<file path="src/rtl/mult_div_unit.sv">
// mult_div_unit: sequential signed multiply/divide unit.
// MULT uses radix-2 Booth and DIV uses restoring division on magnitudes.
// Each runs 32 iterations, one per clock, and loads HI/LO on entry to DONE.
// Optional macro MULTDIV_DIVZERO_EXC_EN: a divide by zero skips the iterations
// and raises div_zero together with mult_end.
module mult_div_unit #(
  parameter int WIDTH = 32
) (
  input  logic             clk,
  input  logic             reset_in,
  input  logic             mult_control,
  input  logic             DivOp,
  input  logic [WIDTH-1:0] op_a,
  input  logic [WIDTH-1:0] op_b,
  output logic [WIDTH-1:0] HI,
  output logic [WIDTH-1:0] LO,
  output logic             mult_end,
  output logic             busy,
  output logic             div_zero
);

  localparam int CW = $clog2(WIDTH) + 1;

  localparam logic [1:0] S_IDLE = 2'd0;
  localparam logic [1:0] S_MULT = 2'd1;
  localparam logic [1:0] S_DIV  = 2'd2;
  localparam logic [1:0] S_DONE = 2'd3;

  logic [1:0]       state;
  logic [CW-1:0]    cnt;
  // acc has one guard bit above WIDTH. Without it, Booth's subtraction of the
  // most negative multiplicand overflows, as in 0x80000000 * 0x80000000.
  // DIV also uses acc as the partial remainder.
  logic [WIDTH:0]   acc;
  logic [WIDTH-1:0] qreg;   // multiplier (MULT) or dividend/quotient (DIV)
  logic [WIDTH-1:0] breg;   // multiplicand (MULT) or |divisor| (DIV)
  logic             qm1;
  logic             a_neg;
  logic             b_neg;

  logic             last_iter;
  logic             div_skip;

  logic [WIDTH:0]   mcand_ext;
  logic [WIDTH:0]   booth_sum;
  logic [WIDTH:0]   booth_acc_n;
  logic [WIDTH-1:0] booth_q_n;
  logic             booth_qm1_n;

  logic [WIDTH:0]   div_shift;
  logic [WIDTH+1:0] div_diff;
  logic             div_neg;
  logic [WIDTH:0]   div_rem_n;
  logic [WIDTH-1:0] div_quot_n;
  logic [WIDTH-1:0] div_lo;
  logic [WIDTH-1:0] div_hi;

  logic [WIDTH-1:0] a_mag;
  logic [WIDTH-1:0] b_mag;

  assign last_iter = (cnt == CW'(WIDTH - 1));

`ifdef MULTDIV_DIVZERO_EXC_EN
  assign div_skip = (breg == '0);
`else
  assign div_skip = 1'b0;
`endif

  // Operand magnitudes for DIV, taken from the inputs at the start edge
  always_comb begin
    a_mag = op_a[WIDTH-1] ? -op_a : op_a;
    b_mag = op_b[WIDTH-1] ? -op_b : op_b;
  end

  // One Booth step: add/subtract on the {q0, q-1} pair, then arithmetic shift right
  always_comb begin
    mcand_ext = {breg[WIDTH-1], breg};
    case ({qreg[0], qm1})
      2'b01:   booth_sum = acc + mcand_ext;
      2'b10:   booth_sum = acc - mcand_ext;
      default: booth_sum = acc;
    endcase
    booth_acc_n = {booth_sum[WIDTH], booth_sum[WIDTH:1]};
    booth_q_n   = {booth_sum[0], qreg[WIDTH-1:1]};
    booth_qm1_n = qreg[0];
  end

  // One restoring-division step plus the sign fix-up of the final result
  always_comb begin
    div_shift  = {acc[WIDTH-1:0], qreg[WIDTH-1]};
    div_diff   = {1'b0, div_shift} - {2'b00, breg};
    div_neg    = div_diff[WIDTH+1];
    div_rem_n  = div_neg ? div_shift : div_diff[WIDTH:0];
    div_quot_n = {qreg[WIDTH-2:0], ~div_neg};
    div_lo     = (a_neg ^ b_neg) ? -div_quot_n : div_quot_n;
    div_hi     = a_neg ? -div_rem_n[WIDTH-1:0] : div_rem_n[WIDTH-1:0];
  end

  // Control FSM, datapath registers and registered outputs.
  // A start is also accepted in DONE, so operations can run back to back every 33 cycles.
  always_ff @(posedge clk) begin
    if (reset_in) begin
      state    <= S_IDLE;
      cnt      <= '0;
      acc      <= '0;
      qreg     <= '0;
      breg     <= '0;
      qm1      <= 1'b0;
      a_neg    <= 1'b0;
      b_neg    <= 1'b0;
      HI       <= '0;
      LO       <= '0;
      mult_end <= 1'b0;
      busy     <= 1'b0;
      div_zero <= 1'b0;
    end else begin
      mult_end <= 1'b0;
      div_zero <= 1'b0;
      case (state)
        S_IDLE, S_DONE: begin
          if (mult_control) begin
            acc   <= '0;
            qreg  <= op_b;
            breg  <= op_a;
            qm1   <= 1'b0;
            cnt   <= '0;
            state <= S_MULT;
            busy  <= 1'b1;
          end else if (DivOp) begin
            acc   <= '0;
            qreg  <= a_mag;
            breg  <= b_mag;
            qm1   <= 1'b0;
            a_neg <= op_a[WIDTH-1];
            b_neg <= op_b[WIDTH-1];
            cnt   <= '0;
            state <= S_DIV;
            busy  <= 1'b1;
          end else begin
            state <= S_IDLE;
            busy  <= 1'b0;
          end
        end
        S_MULT: begin
          acc  <= booth_acc_n;
          qreg <= booth_q_n;
          qm1  <= booth_qm1_n;
          cnt  <= cnt + CW'(1);
          if (last_iter) begin
            HI       <= booth_acc_n[WIDTH-1:0];
            LO       <= booth_q_n;
            mult_end <= 1'b1;
            state    <= S_DONE;
          end
        end
        S_DIV: begin
          if (div_skip) begin
            mult_end <= 1'b1;
            div_zero <= 1'b1;
            state    <= S_DONE;
          end else begin
            acc  <= div_rem_n;
            qreg <= div_quot_n;
            cnt  <= cnt + CW'(1);
            if (last_iter) begin
              HI       <= div_hi;
              LO       <= div_lo;
              mult_end <= 1'b1;
              state    <= S_DONE;
            end
          end
        end
        default: begin
          state <= S_IDLE;
          busy  <= 1'b0;
        end
      endcase
    end
  end

endmodule

</file>
<file path="config.mk">
export PLATFORM = sky130hd
export DESIGN_NAME = mult_div_unit
export DESIGN_NICKNAME = d
export VERILOG_FILES = /design/src/rtl/mult_div_unit.sv
export SDC_FILE = /design/constraint.sdc
export NUM_CORES = 1
export LEC_CHECK = 0
export ABC_AREA = 1
export BUFFER_PORTS_ARGS = -buffer_cell sky130_fd_sc_hd__buf_2
export CAP_MARGIN = 20
export CORE_ASPECT_RATIO = 0.9
export CORE_MARGIN = 3
export CORE_UTILIZATION = 40
export DETAILED_ROUTE_END_ITERATION = 16
export GPL_ROUTABILITY_DRIVEN = 0
export HOLD_SLACK_MARGIN = 0.12
export SYNTH_ARGS = -nofsm -noshare
export SYNTH_HDL_FRONTEND = slang
export SYNTH_SLANG_ARGS = --single-unit
export TNS_END_PERCENT = 10
</file>
<file path="constraint.sdc">
create_clock -name clk -period 4.4 [get_ports clk]
set_input_delay 0.22 -clock clk [delete_from_list [all_inputs] [get_ports clk]]
set_output_delay 0.22 -clock clk [all_outputs]
set_load 0.01 [all_outputs]
</file>
## Yosys cells after proc, flatten, opt, wreduce, memory -nomap -nowiden

Index checks and enable logic that the tools add are counted.

| word-level totals | value |
|---|---|
| register bits | 174 |
| output and inout port bits | 67 |
| logic and storage cells | 78 |
| input bits | 68 |

| operators by class | value |
|---|---|
| equality and inequality tests | 10 |
| bitwise logic cells | 4 |
| muxes and demuxes | 33 |
| add/sub/neg operators | 8 |
| reduce and logical (&&, ||, !) cells | 11 |

Operator list:

| kind | number |
|---|---|
| 32-bit two-way mux | 12 |
| 32-bit negation | 4 |
| 32-bit one-hot mux with 2 select lines | 2 |
| 33-bit two-way mux | 3 |
| 33-bit one-hot mux with 3 select lines | 1 |
| 32-bit one-hot mux with 3 select lines | 1 |
| 33-bit one-hot mux with 2 select lines | 1 |
| 33-bit by 32-bit subtractor with 34-bit output | 1 |
| 33-bit adder | 1 |
| 33-bit subtractor | 1 |
| 6-bit two-way mux | 2 |
| 6-bit one-hot mux with 2 select lines | 1 |
| 6-bit by 1-bit adder with 6-bit output, second input constant | 1 |
| 2-bit == test, second input constant | 3 |
| 6-bit by 5-bit == test with 1-bit output, second input constant | 1 |
| 2-bit two-way mux | 3 |
| 3-bit AND reduction | 2 |
| 2-bit nonzero test | 3 |
| 2-bit OR reduction | 3 |
| 1-bit two-way mux | 5 |
| 2-bit by 1-bit == test with 1-bit output, second input constant | 2 |
| 2-bit inequality test, second input constant | 2 |
| 2-bit one-hot mux with 2 select lines | 1 |
| 2-bit AND reduction | 2 |
| 6 further kinds | 8 |

## Logic depth before layout (Yosys ltp)

Gate-level depths: netlist of the first run.

| depth | value |
|---|---|
| depth in word-level cells | 6 |
| mapped depth | 29 |
| gate-level depth less buffers | 29 |

## Least setup slack after synthesis of the first run

OpenSTA, ideal clock, no wires.

| timing path | value |
|---|---|
| path kind | flip-flop to flip-flop |
| from | reg breg[1] |
| to | reg HI[25] |
| library setup time | 135 ps |
| path buffers | 0 |
| arrival time | 3496 ps |
| stages on the path, launching flop included | 26 |
| period minus slack after synthesis | 3631 ps |
| slack | 769 ps |
| data required time | 4265 ps |
| path through | dfxtp_1 -> inv_1 -> ha_1 -> nand3_1 -> nor3_1 -> nand4_1 -> nor2_1 -> nand4_1 -> nor3_1 -> nand2_1 -> nor3_1 -> or2_2 -> xor2_1 -> ha_1 -> nand2_1 -> nor2_1 -> nor2_1 -> a21boi_0 -> o211ai_1 -> or2_2 -> nand3_1 -> nand2_1 -> o21ai_0 -> inv_1 -> nand2_1 -> a21oi_1 |

| on the way | value |
|---|---|
| longest elaborated chain between the ends | 6 |
| elaborated cells on any way between the ends | 10 |
| classes of those cells | 4 x add/sub; 6 x mux |

Ends and longest elaborated chain:

| element | RTL line | RTL |
|---|---|---|
| start: declaration | 36 | `logic [WIDTH-1:0] breg;` |
| start signal: assignment | 124 | `breg <= op_a;` |
| start signal: assignment | 132 | `breg <= b_mag;` |
| 33-bit by 32-bit subtractor with 34-bit output | 91 | `div_diff = {1'b0, div_shift} - {2'b00, breg};` |
| 33-bit two-way mux | 93 | `div_rem_n = div_neg ? div_shift : div_diff[WIDTH:0];` |
| 32-bit negation | 96 | `div_hi = a_neg ? -div_rem_n[WIDTH-1:0] : div_rem_n[WIDTH-1:0];` |
| 32-bit two-way mux | 96 |  |
| 32-bit two-way mux | 165 | `if (last_iter) begin` |
| 32-bit one-hot mux with 2 select lines * | 119 | `case (state)` |
| end signal: assignment | 150 | `HI <= booth_acc_n[WIDTH-1:0];` |
| end signal: assignment | 166 | `HI <= div_hi;` |
| end: declaration | 15 | `output logic [WIDTH-1:0] HI,` |

Every way passes the cells marked *; elsewhere a longest branch is shown, timed or not. The select of a mux whose other input is x is not followed.
A chain may end at the register's enable or synchronous reset.

## Worst setup path in the final report of the first run

Ends and elaborated chain as after synthesis.

==> results.py, run 1 <==
metrics = {
    "timing": {
        "setup_viol": 0,
        "clock-skew-final_ns": 0.0173,
        "drv_slew": 0,
        "min_period_ns": 4.25,
        "max_freq_mhz": 235,
        "setup_ws_ns": 0.146,
        "hold_ws_ns": 0.135,
        "grt_setup_unrepaired": "yes",
        "slew_headroom_pct": 28.4,
        "worst_slew_pin_slew_ns": 1.07,
        "finalCritPeriodShare_pct": 96.7,
        "hold_viol_final": 0,
    },
    "floorplan": {
        "start_util_pct": 40.6,
        "num_io_pins": 135,
        "die_w_um": 223,
        "core_sq_um": 41800,
        "die_y_um": 202,
        "die_area_sq_um": 45000,
        "fp-row-count": 71,
    },
    "logic_synthesis": {
        "synth_edf_count": 0,
        "syn_avg_cell_area_sq_um": 5.92,
        "synth-seq-cells": 174,
        "syn_area_sq_um": 17000,
        "postSynth.asyncResetShare_pct": 0,
        "yosysUniqueCellTypes": 65,
        "yosys_warnings": 0,
        "yosysSeqAreaShare_pct": 20.5,
        "netlist_instances": 2872,
        "syn-num-nets": 3015,
        "synth_flop_cell": "dfxtp_1",
    },
    "routing": {
        "wirelength_mm": 71.7,
        "vias": 20400,
        "ant_nets": 0,
        "drt_iter0_drc": 2934,
        "dr.pass1.iters": 6,
        "avgRoutedWirePerCell_um": 20.3,
        "drc_errors": 0,
        "via_per_inst": 5.79,
    },
    "clock_tree": {
        "cts_tree": "built",
        "htree_levels": 4,
        "clk_pin_slew_worst_paths_ns": 0.08,
        "root_buffer": "clkbuf_16",
        "cts_made_buffers": 17,
        "clock-sinks": 174,
        "cts_max_path_buffers": 2,
        "clk-insertion-delay-late_ns": 0.46,
    },
    "critical_path": {
        "cp_max_fo": 5,
        "crit_arrival_ns": 4.64,
        "cp-startpoint": "breg[1]$_SDFFE_PP0P_",
        "cp_slowest_stage_delay_ns": 0.35,
        "endpoint_kind": "register",
        "critical-path-top-delay-family": "simple AND/OR/NAND/NOR gates",
        "critPathKind": "register to register",
        "cp.required_ns": 4.79,
        "worst-path-buf-inv": 3,
        "startpoint_type": "register",
        "slowest_stage": "dfxtp_2",
        "reg2reg_from": "breg[1]$_SDFFE_PP0P_",
        "cpMostUsedCell": "nand4_1",
    },
    "run_status": {
        "run_status": "finished, final reports clean",
    },
    "placement": {
        "placedCellCount": 3493,
        "portBuffers": 133,
        "pre_cts_ws_ns": 0.0308,
        "hpwlAfterDp_mm": 56.4,
    },
    "layout": {
        "drive_above_1_share_pct": 12.9,
        "final_cells": 3528,
        "final_nets": 3110,
        "synthToLayoutAreaGrowth_pct": 12.3,
    },
    "grt": {
        "grt_pass1_vias": 17900,
        "globalRouteOverflowTotal": 0,
        "grt_start_max_net_pins": 95,
        "antenna_found_initial": 2,
        "grtUsageTotal_pct": 30.1,
        "grt_pass1_wl_mm": 107,
    },
    "min_path": {
        "hold_start": "op_b[0]",
        "hold_class": "input port to register",
    },
    "flow_run": {
        "cap_violations": 0,
    },
    "pwr": {
        "total_power_w": 0.00658,
        "p_leak_nw": 8.96,
        "powerDensity_nw_per_um2": 345,
        "ir_worst_vdd_uv": 308,
    },
}
-- path summary, 6_finish.rpt --
kind,depth (start not counted),end,slack (ns)
min reg2reg,2,HI[6]$_SDFFE_PP0P_,0.47
max,26,HI[25]$_SDFFE_PP0P_,0.15
min,3,breg[0]$_SDFFE_PP0P_,0.14
max reg2reg,26,HI[25]$_SDFFE_PP0P_,0.15
-- area by class of cell --
cell class / instances / area (sq um)
clock inverters: 14 / 130
diodes: 1 / 2.50
clock buffers: 18 / 439
fillers: 4440 / 22800
flip-flops and latches: 174 / 3480
repair buffers: 204 / 1220
multi-input cells: 2187 / 11700
inverters: 383 / 1440
well taps: 547 / 684
-- synth_stat cells (all sizes together), types with 17 or more instances --
master / number / share of area, %
o21ai: 226 / 6.8
nor3: 44 / 1.5
dfxtp: 174 / 20
a22oi: 19 / 0.84
xor2: 64 / 3.3
o221ai: 23 / 1.2
a21oi: 191 / 5.7
nand4: 27 / 0.99
o22ai: 20 / 0.74
nand2: 762 / 18
o211ai: 31 / 1.4
a221oi: 17 / 0.88
buf: 27 / 0.98
nor2: 294 / 7.0
ha: 73 / 5.4
o32ai: 20 / 1.0
nand3: 195 / 6.0
or2: 26 / 0.96
a31oi: 52 / 1.9
inv: 373 / 8.2
clkbuf: 101 / 2.2
-- logic make-up (layout without fill, tap and decap cells) --
| group | after synthesis | in the layout | synth area share (%) |
|---|---|---|---|
| multiplexers | 1 | 1 | 0.0589 |
| flip-flops | 174 | 174 | 20.5 |
| buffers and inverters | 511 | 619 | 11.7 |
| AND/OR/NAND/NOR | 1379 | 1379 | 35.2 |
| other | 1 | 2 | 0.0221 |
| XOR/XNOR | 77 | 77 | 3.97 |
| AO/OA/AOI/OAI | 654 | 654 | 23.0 |
| adder cells (fa/ha/maj) | 75 | 75 | 5.61 |
-- power by group --
group          internal, W  switching (W)  leakage [nW]
logic             0.000987        0.00225          7.27
clock network     0.000762       0.000764         0.271
registers          0.00167       0.000147          1.42
-- worst register-to-register path, cell delays in order (launching register included) --
cell and delay (ns):
dfxtp_2 0.35, inv_2 0.08, ha_2 0.18, nand3_2 0.10, nor3_2 0.22, nand4_1 0.17
nor2_2 0.17, nand4_1 0.13, nor3_2 0.29, nand2_2 0.12, nor3_4 0.27, or2_2 0.19
xor2_2 0.21, ha_4 0.19, nand2_2 0.07, nor2_1 0.19, inv_1 0.10, nor2_1 0.18
nand4_1 0.13, o211ai_1 0.15, or2_2 0.15, nand3_1 0.10, nand2_1 0.12, o21ai_1 0.06
inv_1 0.09, nand2_1 0.05, a21oi_1 0.12
-- layer usage --
layer	up-vias	share of wire [%]	track usage [%]
li1	9749	-	-
met1	9429	45	45.2
met2	1094	41	43.0
met3	142	11	6.89
met4	2	2.8	7.90
met5	-	0.024	0
-- sequential cells by signal, summed over array words and instances, names as in the netlist --
name,flops
b_neg,1
cnt,6
a_neg,1
LO,32
mult_end,1
breg,32
state,2
busy,1
acc,33
qm1,1
qreg,32
HI,32
-- stage by stage --
stage	util [%]	area, sq um	setup TNS (ns)
global placement	43.9	18400	0
detailed placement	43.9	18400	0
CTS	45.3	18900	0
floorplan	-	17000	0
global route	45.6	19100	-0.936
finish	45.6	19100	0
-- timing repair --
action                                  CTS  global route
buffers inserted                          0             0
hold buffers                              1             0
hold endpoints to repair                  1             0
gates resized for setup                   1            39
endpoints found under the setup margin    1            22
pin swaps                                 0             9
-- cells in the final DEF (no fill, tap or decap), drive strengths merged, types with 23 or more instances in the layout --
cell and instances:
nand2 762, inv 381, nor2 294, o21ai 226, buf 203, nand3 195
a21oi 191, dfxtp 174, ha 73, xor2 64, a31oi 52, nor3 44
o211ai 31, nand4 27, or2 26, o221ai 23
No activity file was read; power rests on OpenSTA's default activity.
==> run 2, diff against run 1 <==
--- a/config.mk
+++ b/config.mk
@@ -14,6 +14,8 @@
 export DETAILED_ROUTE_END_ITERATION = 16
 export GPL_ROUTABILITY_DRIVEN = 0
 export HOLD_SLACK_MARGIN = 0.12
+export REMOVE_ABC_BUFFERS = 1
+export SKIP_LAST_GASP = 1
 export SYNTH_ARGS = -nofsm -noshare
 export SYNTH_HDL_FRONTEND = slang
 export SYNTH_SLANG_ARGS = --single-unit
==> run 2 against run 1 <==
Via count unchanged. Sequential share of layout area decreased by 0.51 points. Combinational power up 3%. Highest routed layer is now met4. Critical path depth decreased by 2. Sequential power about the same. Worst setup slack gained 0.030 ns. Non-clock buffer count up 34. Fmax grew 0.71%. Global-route usage shrank 0.65 points. Hold slack improved by 0.0057 ns.
==> results.py, run 2 (synthesis gave the netlist of run 1 again) <==
metrics = {
    "critical_path": {
        "critical-path-top-delay-family": "simple AND/OR/NAND/NOR gates",
        "worstPathCellList": "inv_1 > ha_1 > nand2_1 > a21oi_1 > o21ai_1 > nand3_2 > nor2_8 > nand2_4 > inv_2 > ha_1 > nand3_1 > nor2_1 > nand2_1 > inv_1 > nand3_1 > nor4_1 > buf_4 > nand3_1 > nor2_1 > a21oi_1 > nand3_1 > o211ai_1 > o221ai_1 > inv_1",
        "slowest_stage": "dfxtp_1",
        "endpoint_kind": "register",
        "critPathKind": "register to register",
        "worst-path-buf-inv": 5,
        "cp_max_fo": 4,
        "cp.required_ns": 4.77,
        "crit_arrival_ns": 4.59,
        "startpoint_type": "register",
        "cpMostUsedCell": "nand3_1",
        "cp_slowest_stage_delay_ns": 0.43,
    },
    "min_path": {
        "hold_class": "input port to register",
    },
    "layout": {
        "largest_reg_flops": 33,
        "regMostFlops": "acc",
        "n_fill_cell": 4476,
        "synthToLayoutAreaGrowth_pct": 15.6,
        "final_nets": 3144,
        "diodes": 0,
        "final_common_cell": "nand2_1",
        "drive_above_1_share_pct": 14.0,
        "final_cell_mix": "722 x nand2_1, 350 x inv_1, 262 x nor2_1, 197 x o21ai_0, 186 x nand3_1",
        "fin_area_sq_um": 19600,
        "final_cells": 3561,
        "final_util_pct": 47.0,
    },
    "pwr": {
        "intPower_w": 0.00361,
        "power.switching_w": 0.00320,
        "p_seq_share_pct": 26.4,
        "powerDensity_nw_per_um2": 346,
        "switching_share_pct": 47.0,
        "combPwrFrac_pct": 48.9,
        "ir_worst_vdd_uv": 257,
        "pwr-share-clk_pct": 24.7,
        "p_leak_nw": 9.21,
    },
    "routing": {
        "avgRoutedWirePerCell_um": 19.4,
        "dr.pass1.iters": 7,
        "wl_met2_mm": 28.5,
        "ant_nets": 0,
        "wl_met3_mm": 7.71,
        "vias": 20400,
        "dr.max_layer_used": "met4",
        "wl_met1_mm": 30.7,
        "via_per_inst": 5.73,
        "drc_errors": 0,
        "wirelength_mm": 69.0,
        "drt_iter0_drc": 2473,
    },
    "clock_tree": {
        "root_buffer": "clkbuf_16",
        "cts_max_path_buffers": 2,
        "htree_levels": 4,
        "clk-insertion-delay-late_ns": 0.48,
        "clock-sinks": 174,
        "cts_tree": "built",
        "clk_pin_slew_worst_paths_ns": 0.07,
        "cts_made_buffers": 17,
    },
    "timing": {
        "min_period_ns": 4.22,
        "setup_ws_ns": 0.176,
        "finalCritPeriodShare_pct": 96.0,
        "worst_slew_pin_slew_ns": 0.999,
        "max_freq_mhz": 237,
        "grt_setup_unrepaired": "yes",
        "setup_viol": 0,
        "clock-skew-final_ns": 0.0195,
        "hold_ws_ns": 0.141,
        "drv_slew": 0,
        "slew_headroom_pct": 33.4,
        "hold_viol_final": 0,
    },
    "floorplan": {
        "fp-row-count": 71,
        "die_w_um": 223,
        "start_util_pct": 40.6,
        "die_area_sq_um": 45000,
        "core_sq_um": 41800,
        "num_io_pins": 135,
        "die_y_um": 202,
    },
    "run_status": {
        "run_status": "finished, final reports clean",
    },
    "placement": {
        "place_area_sq_um": 18400,
        "hpwlAfterDp_mm": 53.0,
        "portBuffers": 133,
        "placedCellCount": 3499,
        "pre_cts_ws_ns": 0.0399,
    },
    "grt": {
        "antenna_found_initial": 1,
        "grtUsageTotal_pct": 29.5,
        "grt_pass1_vias": 18200,
        "globalRouteOverflowTotal": 0,
        "grt_start_max_net_pins": 80,
        "grt_pass1_wl_mm": 104,
    },
    "flow_run": {
        "cap_violations": 0,
    },
}
==> run 2: cell count changes in the layout (fill, tap and decap cells not counted), moves of 4 or more <==
| cell | delta |
|---|---|
| a21oi_1 | -4 |
| buf_4 | +5 |
| dlygate4sd3_1 | +24 |
| inv_1 | -4 |
| nor2_1 | -8 |
| nor2_2 | +7 |
==> run 2: routing by layer <==
layer	GRT usage, %	vias up
met1	42.8	9408
met2	42.1	1056
met3	7.50	124
met4	10.2	0
met5	0	-
li1	-	9828
==> run 2: worst paths after layout <==
check	slack (ns)	depth (start not counted)	start	end
hold reg to reg	0.47	2	HI[13]$_SDFFE_PP0P_	HI[13]$_SDFFE_PP0P_
setup / recovery	0.18	24	breg[28]$_SDFFE_PP0P_	LO[28]$_SDFFE_PP0P_
setup reg to reg	0.18	24	breg[28]$_SDFFE_PP0P_	LO[28]$_SDFFE_PP0P_
hold / removal	0.14	3	op_a[22]	breg[22]$_SDFFE_PP0P_
==> run 2: area by class of cell <==
cell class                      count  area [sq um]  share of cell area, %
Multi-Input combinational cell   2187         11800                   60.3
Sequential cell                   174          3490                   17.7
Timing Repair Buffer              238          1580                   8.06
Inverter                          383          1440                   7.34
Tap cell                          547           684                   3.48
Clock buffer                       18           429                   2.18
Clock inverter                     14           183                  0.930
==> run 2: through the flow <==
step | setup TNS [ns] | power, W
final | 0 | 0.00681
after global routing | -0.519 | 0.00722
after CTS | 0 | 0.00664
after detailed placement | 0 | 0.00493
after global placement | 0 | 0.00490
after floorplan | -227.37 | 0.00389
==> run 2: power by group through the flow <==
| stage | combinational [W] | clock (W) | sequential (W) |
|---|---|---|---|
| after floorplan | 0.00210 | 0 | 0.00179 |
| after global placement | 0.00308 | 0 | 0.00182 |
| after detailed placement | 0.00311 | 0 | 0.00182 |
| after CTS | 0.00315 | 0.00171 | 0.00178 |
| after global routing | 0.00364 | 0.00177 | 0.00181 |
| final | 0.00333 | 0.00168 | 0.00180 |
==> run 2: repair_timing <==
action                     CTS  global route
hold buffers                25             0
setup buffers                0             3
setup endpoints to repair    0            26
hold endpoints to repair    27             0
gates resized for setup      0            84
==> run 2: worst min-delay path: stages <==
cell	delay [ns]
buf_2	0.14
a31oi_1	0.09
o22ai_1	0.12
==> run 3, diff against run 2 <==
==> constraint.sdc (replaced) <==
create_clock -name clk -period 4.13 [get_ports clk]
set_input_delay 0.2065 -clock clk [delete_from_list [all_inputs] [get_ports clk]]
set_output_delay 0.2065 -clock clk [all_outputs]
set_load 0.01 [all_outputs]
==> run 3 against run 2 <==
The run now ends with setup timing left. Clock power about the same. Non-clock buffer count up 93. Combinational power up 12%. Highest routed layer unchanged. Hold slack better by 0.0074 ns. Clock-buffer cell count up 2. Global-route usage up 0.36 points.
==> results.py, run 3 (synthesis gave the netlist of run 1 again) <==
metrics = {
    "routing": {
        "wirelength_mm": 70.5,
        "avgRoutedWirePerCell_um": 19.3,
        "drt_iter0_drc": 2644,
        "drc_errors": 0,
        "ant_nets": 0,
        "vias": 20900,
        "dr.pass1.iters": 6,
        "via_per_inst": 5.71,
    },
    "layout": {
        "seqCellArea_sq_um": 3490,
        "final_common_cell": "nand2_1",
        "final_cell_mix": "720 x nand2_1, 351 x inv_1, 262 x nor2_1, 198 x o21ai_0, 184 x nand3_1",
        "final_cells": 3656,
        "final_nets": 3237,
        "synthToLayoutAreaGrowth_pct": 19.7,
        "regMostFlops": "acc",
        "drive_above_1_share_pct": 16.7,
        "n_fill_cell": 4430,
        "multi_input_area_sq_um": 11900,
        "largest_reg_flops": 33,
    },
    "critical_path": {
        "rr_endpoint": "HI[25]$_SDFFE_PP0P_",
        "reg2reg_from": "breg[1]$_SDFFE_PP0P_",
        "slowest_stage": "dfxtp_2",
        "worst-path-buf-inv": 4,
        "crit_arrival_ns": 4.54,
        "cpMostUsedCell": "nand2_1",
        "r2r_cells": 27,
        "cp_slowest_stage_delay_ns": 0.34,
        "critPathKind": "register to register",
        "rrSetupSlack_ns": -0.07,
        "critPathCapture": "HI[25]$_SDFFE_PP0P_",
        "startpoint_type": "register",
        "cp-startpoint": "breg[1]$_SDFFE_PP0P_",
        "endpoint_kind": "register",
        "critical-path-top-delay-family": "simple AND/OR/NAND/NOR gates",
        "cp.required_ns": 4.47,
        "cp.depth": 27,
        "cp_max_fo": 4,
    },
    "run_status": {
        "violations": "setup timing",
        "run_status": "complete, but fails checks",
    },
    "pwr": {
        "ir_worst_vdd_uv": 284,
        "powerDensity_nw_per_um2": 360,
        "p_leak_nw": 9.64,
    },
    "placement": {
        "placedCellCount": 3582,
        "hpwlAfterDp_mm": 53.9,
        "portBuffers": 133,
    },
    "timing": {
        "slew_headroom_pct": 30.6,
        "finalCritPeriodShare_pct": 102,
        "max_freq_mhz": 238,
        "setup_ws_ns": -0.0665,
        "clock-skew-final_ns": 0.0154,
        "worst_slew_pin_slew_ns": 1.04,
        "min_period_ns": 4.20,
        "setup_viol": 2,
        "setup_tns_ns": -0.0888,
        "grt_setup_unrepaired": "yes",
        "drv_slew": 0,
        "hold_ws_ns": 0.148,
        "hold_viol_final": 0,
    },
    "clock_tree": {
        "cts_made_buffers": 17,
        "cts_tree": "built",
        "root_buffer": "clkbuf_16",
        "cts_max_path_buffers": 2,
        "htree_levels": 4,
        "clk_pin_slew_worst_paths_ns": 0.08,
        "clock-sinks": 174,
        "clk-insertion-delay-late_ns": 0.48,
    },
    "floorplan": {
        "start_util_pct": 40.6,
        "die_area_sq_um": 45000,
        "die_y_um": 202,
        "die_w_um": 223,
        "fp-row-count": 71,
        "num_io_pins": 135,
        "core_sq_um": 41800,
    },
    "grt": {
        "grt_pass1_wl_mm": 106,
        "grtUsageTotal_pct": 29.9,
        "grt_start_max_net_pins": 80,
        "globalRouteOverflowTotal": 0,
        "antenna_found_initial": 2,
        "grt_pass1_vias": 18400,
    },
    "min_path": {
        "hold_class": "input port to register",
    },
    "flow_run": {
        "cap_violations": 0,
    },
}
run 3: layer usage:
layer,up-vias,GRT usage (%),part of all wire (%)
met3,114,7.12,11
met5,-,0,0
met2,1082,44.7,43
met1,9669,43.2,44
li1,10000,-,-
met4,0,6.99,2.4
run 3: power breakdown:
| group | total [W] | internal [W] | switching, W |
|---|---|---|---|
| logic | 0.00373 | 0.00124 | 0.00249 |
| clock network | 0.00169 | 0.000880 | 0.000806 |
| registers | 0.00191 | 0.00178 | 0.000128 |
| total | 0.00733 | 0.00390 | 0.00342 |
run 3: final cells by class:
cell class | count | area share, %
timing repair buffer | 331 | 11.2
multi-input combinational | 2187 | 58.4
clock buffer | 20 | 2.29
inverter | 383 | 7.08
clock inverter | 12 | 0.535
tap | 547 | 3.36
antenna | 2 | 0.0246
sequential | 174 | 17.1
run 3: how the worst min path moves through the flow:
stage / start / end / slack, ns / cells after the start
after floorplan: reset_in / HI[27]$_SDFFE_PP0P_ / 0.27 / 1
after global placement: HI[30]$_SDFFE_PP0P_ / HI[30]$_SDFFE_PP0P_ / 0.45 / 2
after detailed placement: HI[29]$_SDFFE_PP0P_ / HI[29]$_SDFFE_PP0P_ / 0.45 / 2
after CTS: op_a[29] / breg[29]$_SDFFE_PP0P_ / 0.12 / 3
after global routing: op_b[27] / qreg[27]$_SDFFE_PP0P_ / 0.15 / 3
final: op_a[18] / breg[18]$_SDFFE_PP0P_ / 0.15 / 3
run 3: through the flow:
stage / setup WS, ns / power (W) / util, % / instance area, sq um
floorplan: -4.00 / 0.00415 / - / 16500
global placement: 0.00260 / 0.00539 / 45.5 / 19000
detailed placement: -0.160 / 0.00541 / 45.5 / 19000
CTS: -0.0250 / 0.00715 / 47.7 / 20000
global route: -0.314 / 0.00774 / 48.6 / 20300
finish: -0.0665 / 0.00733 / 48.6 / 20300
run 3: timing repair:
action	CTS	global route
hold endpoints to repair	32	0
resized for setup	8	83
buffers inserted	0	6
hold buffers	32	0
pin swaps	1	30
endpoints found under the setup margin	20	40
run 3: tightest hold or removal path: cells and delay by family:
family                 cells  cell delay [ns]
AOI/OAI and AO/OA          2             0.24
buffers and inverters      1             0.13
